<file path="config.mk">
export PLATFORM = sky130hd
export DESIGN_NAME = multicycle_ctrl
export DESIGN_NICKNAME = d
export VERILOG_FILES = /design/src/rtl/multicycle_ctrl.sv
export SDC_FILE = /design/constraint.sdc
export NUM_CORES = 1
export LEC_CHECK = 0
export CAP_MARGIN = 20
export CORE_AREA = 2 2 85 87
export CTS_CLUSTER_SIZE = 12
export DETAILED_ROUTE_END_ITERATION = 7
export DIE_AREA = 0 0 87 89
export HOLD_SLACK_MARGIN = 0.02
export PLACE_DENSITY = 0.86
export SYNTH_ARGS = -nofsm -noshare
export SYNTH_HDL_FRONTEND = slang
export SYNTH_SLANG_ARGS = --single-unit
</file>
<file path="constraint.sdc">
create_clock -name i_clk -period 1.9 [get_ports i_clk]
set_input_delay 0.19 -clock i_clk [delete_from_list [all_inputs] [get_ports i_clk]]
set_output_delay 0.19 -clock i_clk [all_outputs]
set_load 0.02 [all_outputs]
</file>
<file path="src/rtl/multicycle_ctrl.sv">
// Multi-cycle RV32I control unit: FETCH/DECODE/EXEC/MEM sequencing over a shared datapath,
// with illegal-instruction detection, memory-timeout traps and a retired-instruction counter.
module multicycle_ctrl #(
    parameter int unsigned MEM_TIMEOUT  = 16,
    parameter int unsigned INSTRET_W    = 32,
    parameter bit          FENCE_AS_NOP = 1'b1
) (
    input  logic                 i_clk,
    input  logic                 i_rst_n,
    input  logic [31:0]          i_instr,
    input  logic                 i_br_less,
    input  logic                 i_br_equal,
    input  logic                 i_imem_ack,
    input  logic                 i_dmem_ack,
    output logic                 o_imem_req,
    output logic                 o_ir_wren,
    output logic                 o_dmem_req,
    output logic                 o_mem_wren,
    output logic                 o_pc_wren,
    output logic                 o_pc_sel,
    output logic                 o_rd_wren,
    output logic                 o_br_un,
    output logic                 o_opa_sel,
    output logic                 o_opb_sel,
    output logic [3:0]           o_alu_op,
    output logic [1:0]           o_wb_sel,
    output logic                 o_retire,
    output logic [INSTRET_W-1:0] o_instret,
    output logic                 o_trap,
    output logic [1:0]           o_trap_cause
);

    localparam int unsigned CNT_W = $clog2(MEM_TIMEOUT + 2);

    localparam logic [4:0] OPC_LOAD   = 5'b00000;
    localparam logic [4:0] OPC_FENCE  = 5'b00011;
    localparam logic [4:0] OPC_OPIMM  = 5'b00100;
    localparam logic [4:0] OPC_AUIPC  = 5'b00101;
    localparam logic [4:0] OPC_STORE  = 5'b01000;
    localparam logic [4:0] OPC_OP     = 5'b01100;
    localparam logic [4:0] OPC_LUI    = 5'b01101;
    localparam logic [4:0] OPC_BRANCH = 5'b11000;
    localparam logic [4:0] OPC_JALR   = 5'b11001;
    localparam logic [4:0] OPC_JAL    = 5'b11011;
    localparam logic [4:0] OPC_SYSTEM = 5'b11100;

    localparam logic [3:0] ALU_ADD  = 4'b0000;
    localparam logic [3:0] ALU_SUB  = 4'b0001;
    localparam logic [3:0] ALU_SLT  = 4'b0010;
    localparam logic [3:0] ALU_SLTU = 4'b0011;
    localparam logic [3:0] ALU_XOR  = 4'b0100;
    localparam logic [3:0] ALU_OR   = 4'b0101;
    localparam logic [3:0] ALU_AND  = 4'b0110;
    localparam logic [3:0] ALU_SLL  = 4'b0111;
    localparam logic [3:0] ALU_SRL  = 4'b1000;
    localparam logic [3:0] ALU_SRA  = 4'b1001;

    typedef enum logic [2:0] {StFetch, StDecode, StExec, StMem, StTrap} state_t;

    state_t               state_q, state_d;
    logic [CNT_W-1:0]     cnt_q, cnt_d;
    logic [INSTRET_W-1:0] instret_q;
    logic                 trap_q, trap_set;
    logic [1:0]           cause_q, cause_d;

    logic [4:0] opcode;
    logic [2:0] funct3;
    logic [6:0] funct7;
    logic       illegal, is_system, timeout_hit;
    logic [3:0] alu_dec;
    logic       unused_bits;

    assign opcode      = i_instr[6:2];
    assign funct3      = i_instr[14:12];
    assign funct7      = i_instr[31:25];
    assign unused_bits = ^{i_instr[24:15], i_instr[11:7]};
    assign timeout_hit = (MEM_TIMEOUT != 0) && (cnt_q == CNT_W'(MEM_TIMEOUT));

    always_comb begin
        illegal   = 1'b0;
        is_system = 1'b0;
        if (i_instr[1:0] != 2'b11) begin
            illegal = 1'b1;
        end else begin
            case (opcode)
                OPC_LOAD:   illegal = (funct3 == 3'b011) || (funct3[2:1] == 2'b11);
                OPC_STORE:  illegal = (funct3 > 3'b010);
                OPC_BRANCH: illegal = (funct3[2:1] == 2'b01);
                OPC_JALR:   illegal = (funct3 != 3'b000);
                OPC_OP:     illegal = !((funct7 == 7'b0000000) ||
                                        ((funct7 == 7'b0100000) &&
                                         ((funct3 == 3'b000) || (funct3 == 3'b101))));
                OPC_OPIMM: begin
                    if (funct3 == 3'b001) begin
                        illegal = (funct7 != 7'b0000000);
                    end else if (funct3 == 3'b101) begin
                        illegal = (funct7 != 7'b0000000) && (funct7 != 7'b0100000);
                    end
                end
                OPC_FENCE:  illegal = !FENCE_AS_NOP;
                OPC_LUI, OPC_AUIPC, OPC_JAL: illegal = 1'b0;
                OPC_SYSTEM: is_system = 1'b1;
                default:    illegal = 1'b1;
            endcase
        end
    end

    // funct7[5] selects SUB only for register-register ops; for immediates it is imm data.
    always_comb begin
        alu_dec = ALU_ADD;
        case (funct3)
            3'b000:  alu_dec = (opcode == OPC_OP && funct7[5]) ? ALU_SUB : ALU_ADD;
            3'b001:  alu_dec = ALU_SLL;
            3'b010:  alu_dec = ALU_SLT;
            3'b011:  alu_dec = ALU_SLTU;
            3'b100:  alu_dec = ALU_XOR;
            3'b101:  alu_dec = funct7[5] ? ALU_SRA : ALU_SRL;
            3'b110:  alu_dec = ALU_OR;
            default: alu_dec = ALU_AND;
        endcase
    end

    always_comb begin
        o_imem_req = 1'b0;
        o_ir_wren  = 1'b0;
        o_dmem_req = 1'b0;
        o_mem_wren = 1'b0;
        o_pc_wren  = 1'b0;
        o_pc_sel   = 1'b0;
        o_rd_wren  = 1'b0;
        o_br_un    = 1'b0;
        o_opa_sel  = 1'b0;
        o_opb_sel  = 1'b1;
        o_alu_op   = ALU_ADD;
        o_wb_sel   = 2'b00;
        o_retire   = 1'b0;
        state_d    = state_q;
        cnt_d      = cnt_q;
        trap_set   = 1'b0;
        cause_d    = cause_q;

        case (state_q)
            StFetch: begin
                o_imem_req = 1'b1;
                if (i_imem_ack) begin
                    o_ir_wren = 1'b1;
                    state_d   = StDecode;
                    cnt_d     = '0;
                end else if (timeout_hit) begin
                    state_d  = StTrap;
                    trap_set = 1'b1;
                    cause_d  = 2'b01;
                end else if (MEM_TIMEOUT != 0) begin
                    cnt_d = cnt_q + 1'b1;
                end
            end
            StDecode: begin
                if (illegal) begin
                    state_d  = StTrap;
                    trap_set = 1'b1;
                    cause_d  = 2'b00;
                end else if (is_system) begin
                    state_d  = StTrap;
                    trap_set = 1'b1;
                    cause_d  = 2'b11;
                end else begin
                    state_d = StExec;
                end
            end
            StExec: begin
                state_d = StFetch;
                cnt_d   = '0;
                case (opcode)
                    OPC_OP, OPC_OPIMM: begin
                        o_opb_sel = (opcode == OPC_OPIMM);
                        o_alu_op  = alu_dec;
                        o_rd_wren = 1'b1;
                        o_pc_wren = 1'b1;
                        o_retire  = 1'b1;
                    end
                    OPC_LUI, OPC_AUIPC: begin
                        o_opa_sel = (opcode == OPC_AUIPC);
                        o_wb_sel  = (opcode == OPC_LUI) ? 2'b11 : 2'b00;
                        o_rd_wren = 1'b1;
                        o_pc_wren = 1'b1;
                        o_retire  = 1'b1;
                    end
                    OPC_JAL, OPC_JALR: begin
                        o_opa_sel = (opcode == OPC_JAL);
                        o_pc_sel  = 1'b1;
                        o_wb_sel  = 2'b10;
                        o_rd_wren = 1'b1;
                        o_pc_wren = 1'b1;
                        o_retire  = 1'b1;
                    end
                    OPC_BRANCH: begin
                        o_opa_sel = 1'b1;
                        o_br_un   = funct3[1];
                        o_pc_wren = 1'b1;
                        o_retire  = 1'b1;
                        case (funct3)
                            3'b000:         o_pc_sel = i_br_equal;
                            3'b001:         o_pc_sel = !i_br_equal;
                            3'b100, 3'b110: o_pc_sel = i_br_less;
                            3'b101, 3'b111: o_pc_sel = !i_br_less;
                            default:        o_pc_sel = 1'b0;
                        endcase
                    end
                    OPC_FENCE: begin
                        o_pc_wren = 1'b1;
                        o_retire  = 1'b1;
                    end
                    OPC_LOAD, OPC_STORE: state_d = StMem;
                    default: ;
                endcase
            end
            StMem: begin
                o_dmem_req = 1'b1;
                o_mem_wren = (opcode == OPC_STORE);
                if (i_dmem_ack) begin
                    if (opcode == OPC_LOAD) begin
                        o_rd_wren = 1'b1;
                        o_wb_sel  = 2'b01;
                    end
                    o_pc_wren = 1'b1;
                    o_retire  = 1'b1;
                    state_d   = StFetch;
                    cnt_d     = '0;
                end else if (timeout_hit) begin
                    state_d  = StTrap;
                    trap_set = 1'b1;
                    cause_d  = 2'b10;
                end else if (MEM_TIMEOUT != 0) begin
                    cnt_d = cnt_q + 1'b1;
                end
            end
            StTrap: ;
            default: state_d = StFetch;
        endcase

        // Held reset silences every combinational control so nothing is written mid-abort.
        if (!i_rst_n) begin
            o_imem_req = 1'b0;
            o_ir_wren  = 1'b0;
            o_dmem_req = 1'b0;
            o_mem_wren = 1'b0;
            o_pc_wren  = 1'b0;
            o_pc_sel   = 1'b0;
            o_rd_wren  = 1'b0;
            o_br_un    = 1'b0;
            o_opa_sel  = 1'b0;
            o_opb_sel  = 1'b0;
            o_alu_op   = 4'b0000;
            o_wb_sel   = 2'b00;
            o_retire   = 1'b0;
        end
    end

    always_ff @(posedge i_clk or negedge i_rst_n) begin
        if (!i_rst_n) begin
            state_q   <= StFetch;
            cnt_q     <= '0;
            instret_q <= '0;
            trap_q    <= 1'b0;
            cause_q   <= 2'b00;
        end else begin
            state_q <= state_d;
            cnt_q   <= cnt_d;
            cause_q <= cause_d;
            if (o_retire) instret_q <= instret_q + 1'b1;
            if (trap_set) trap_q <= 1'b1;
        end
    end

    assign o_instret    = instret_q;
    assign o_trap       = trap_q;
    assign o_trap_cause = cause_q;

endmodule

</file>
==> flow_metrics.py <==
metrics = {
    "run_status": {
        "status": "finished, violations left",
        "violations": "setup timing",
    },
    "floorplanning": {
        "core_area_mm2": 0.00672,
        "die_w_um": 87,
        "rows": 30,
        "die-area_mm2": 0.00774,
        "initial_utilization": 0.412,
        "fp.dieH_um": 89,
        "io_pins": 90,
    },
    "power_and_ir_drop": {
        "power.density_mw_per_mm2": 622,
        "p_leak_nw": 1.93,
        "p_total_mw": 2.59,
        "peakVddDrop_v": 0.000485,
    },
    "setup_path": {
        "max_stage_delay_ns": 0.38,
        "path_delay_family": "simple AND/OR/NAND/NOR gates",
        "critPathCaptureType": "output pin",
        "critical_path_class": "reg2out",
        "cp-start-kind": "flop",
        "required_ns": 1.71,
        "path_max_fanout": 5,
        "critPathSlowestCell": "dfrtp_1",
        "path_cells": "and2b_1 > nand2_2 > or2_4 > nand2b_4 > a21oi_2 > buf_4",
        "crit_arrival_ns": 1.72,
        "crit_buf_inv": 1,
    },
    "global_route": {
        "antenna_found_initial": 0,
        "grt_pass1_vias": 2716,
        "overflow": 0,
        "grt_max_degree": 21,
        "grt_pass1_wl_um": 12500,
        "track_usage": 0.200,
    },
    "cts": {
        "cts_buffer_depth": 2,
        "cts-root-buf": "clkbuf_8",
        "clock_latency_ns": 0.30,
        "clk_pin_slew_ns": 0.09,
        "tritoncts": "yes",
        "cts_made_buffers": 5,
        "cts.sinks": 43,
        "htreeDepth": 2,
    },
    "logic_synthesis": {
        "synth_edf_count": 0,
        "synth_cells": 301,
        "ys_ff_latch": 43,
        "yosys.area.top_type": "dfrtp_1",
        "synth_area_mm2": 0.00277,
        "syn_nets": 342,
        "synth_ff_type": "dfrtp_1",
        "yosysUniqueCellTypes": 59,
        "synth_most_common_cell": "dfrtp_1",
        "synth_common_cells": "dfrtp_1 (43), nand2_1 (28), nor2_1 (26)",
        "yosysSeqAreaShare": 0.388,
        "yosysWarnings": 0,
        "async_flop_share": 1.00,
        "avgSynthCellArea_um2": 9.20,
        "synth_top_area_frac": 0.388,
        "synth_area_leaders": "dfrtp_1 (39%), xor2_1 (6.0%), xnor2_1 (4.4%)",
    },
    "finish": {
        "antennaDiodeCount": 0,
        "syn_to_final_growth_pct": 50.2,
        "nets": 466,
        "drive_above_1_share": 0.282,
        "final_util": 0.619,
        "design_area_mm2": 0.00416,
    },
    "place": {
        "placed_area_mm2": 0.00392,
        "hpwl_um": 5670,
        "io_buffers": 74,
        "routabilityCongestion": 0.900,
    },
    "timing": {
        "max_freq_ghz": 0.523,
        "setup_viol_count_final": 1,
        "relSlewSlack": 0.773,
        "hold_viol": 0,
        "finalClockSkew_ns": 0.00987,
        "holdWs_ns": 0.0271,
        "tightest_slew_ns": 0.337,
        "rsz0062_at_grt": "true",
        "slew_viol_final": 0,
        "setup_tns_ns": -0.0133,
        "setup_slack_ns": -0.0133,
        "period_minus_slack_ns": 1.91,
        "finalCritPeriodShare": 1.01,
    },
    "hold_path": {
        "min_path_type": "in2async",
    },
    "routing": {
        "via_count": 2703,
        "dr.pass1.iters": 4,
        "ant_nets": 0,
        "totalWireLength_um": 7800,
        "via_per_inst": 5.34,
        "drt_iter0_markers": 140,
        "drc": 0,
        "wl_per_cell_um": 15.4,
    },
    "run": {
        "maxCapViolCount": 0,
    },
}
[layer usage]
layer | routed length [µm] | vias to the layer above | GRT usage
met5 | 0 | - | 0
met4 | 167 | 0 | 0.0625
met3 | 378 | 14 | 0.0471
met1 | 3250 | 1329 | 0.245
li1 | - | 1293 | -
met2 | 4010 | 67 | 0.351
[power breakdown]
part           switching, mW  internal, mW
clock                  0.325         0.524
combinational          0.389         0.322
sequential            0.0542         0.973
total                  0.768          1.82
[sequential cells by signal (all words and copies together), names as in the netlist]
name          flops
cnt_q             5
o_trap_cause      2
o_instret        32
o_trap            1
state_q           3
[layout make-up]
class / count / area [µm²]
Clock inverter: 3 / 67.6
Tap cell: 80 / 100
Fill cell: 514 / 2560
Multi-Input combinational cell: 230 / 1670
Inverter: 17 / 63.8
Clock buffer: 5 / 68.8
Timing Repair Buffer: 128 / 1120
Sequential cell: 43 / 1080
[cell usage in the layout, fill, tap and decap left out, types with 7 or more instances in the layout]
cell type        Yosys  routed
xor2_1              19      19
nand2_1             28      28
buf_4                2      56
nor2b_1              7       7
o21ai_0             14      11
nand3_1             10      10
nand4_1              8       8
nor3_2               5       9
clkdlybuf4s50_1      0      50
xnor2_1             14      14
nor3_1              16      11
dfrtp_1             43      43
nor2_1              26      25
a21oi_1             11       8
inv_1               17      17
[kinds of logic after synthesis]
logic type,after synthesis,synth area share
adder cells (fa/ha/maj),3,0.0136
AO/OA/AOI/OAI,46,0.110
multiplexers,2,0.00768
XOR/XNOR,34,0.110
AND/OR/NAND/NOR,144,0.320
flip-flops,43,0.388
buffers and inverters,29,0.0497
[path summary, 6_finish.rpt]
path	cells after the start	slack, ns	end	startpoint
worst max-delay path	6	-0.01	o_alu_op[1]	state_q[2]$_DFFE_PN0P_
worst min-delay path	3	0.03	o_instret[9]$_DFFE_PN0P_	i_rst_n
worst max register to register	8	0.09	o_instret[22]$_DFFE_PN0P_	state_q[2]$_DFFE_PN0P_
worst min register to register	1	0.47	o_instret[31]$_DFFE_PN0P_	o_instret[31]$_DFFE_PN0P_
max in group asynchronous	3	1.18	state_q[2]$_DFFE_PN0P_	i_rst_n
min in group i_clk	1	0.47	o_instret[31]$_DFFE_PN0P_	o_instret[31]$_DFFE_PN0P_
[worst register-to-register path, delay by kind of cell (launching register included)]
family	cells	cell delay (ns)
XOR/XNOR	1	0.19
buffers and inverters	2	0.31
flip-flops	1	0.38
AND/OR/NAND/NOR	5	0.86
[per-stage QoR]
step	std cells	setup slack [ns]
3_3_place_gp	493	-0.504
5_1_grt	506	-0.0793
3_5_place_dp	493	-0.561
4_1_cts	503	0.00283
6_report	506	-0.0133
2_1_floorplan	301	0.00886
[what timing repair did]
item / CTS / global route
setup endpoints to repair: 41 / 33
endpoints found under the hold margin: 6 / 0
buffers inserted: 1 / 2
pin swaps: 4 / 2
gates resized for setup: 70 / 33
hold buffers: 1 / 0
cloned: 0 / 1
(Power assumes the default switching activity.)
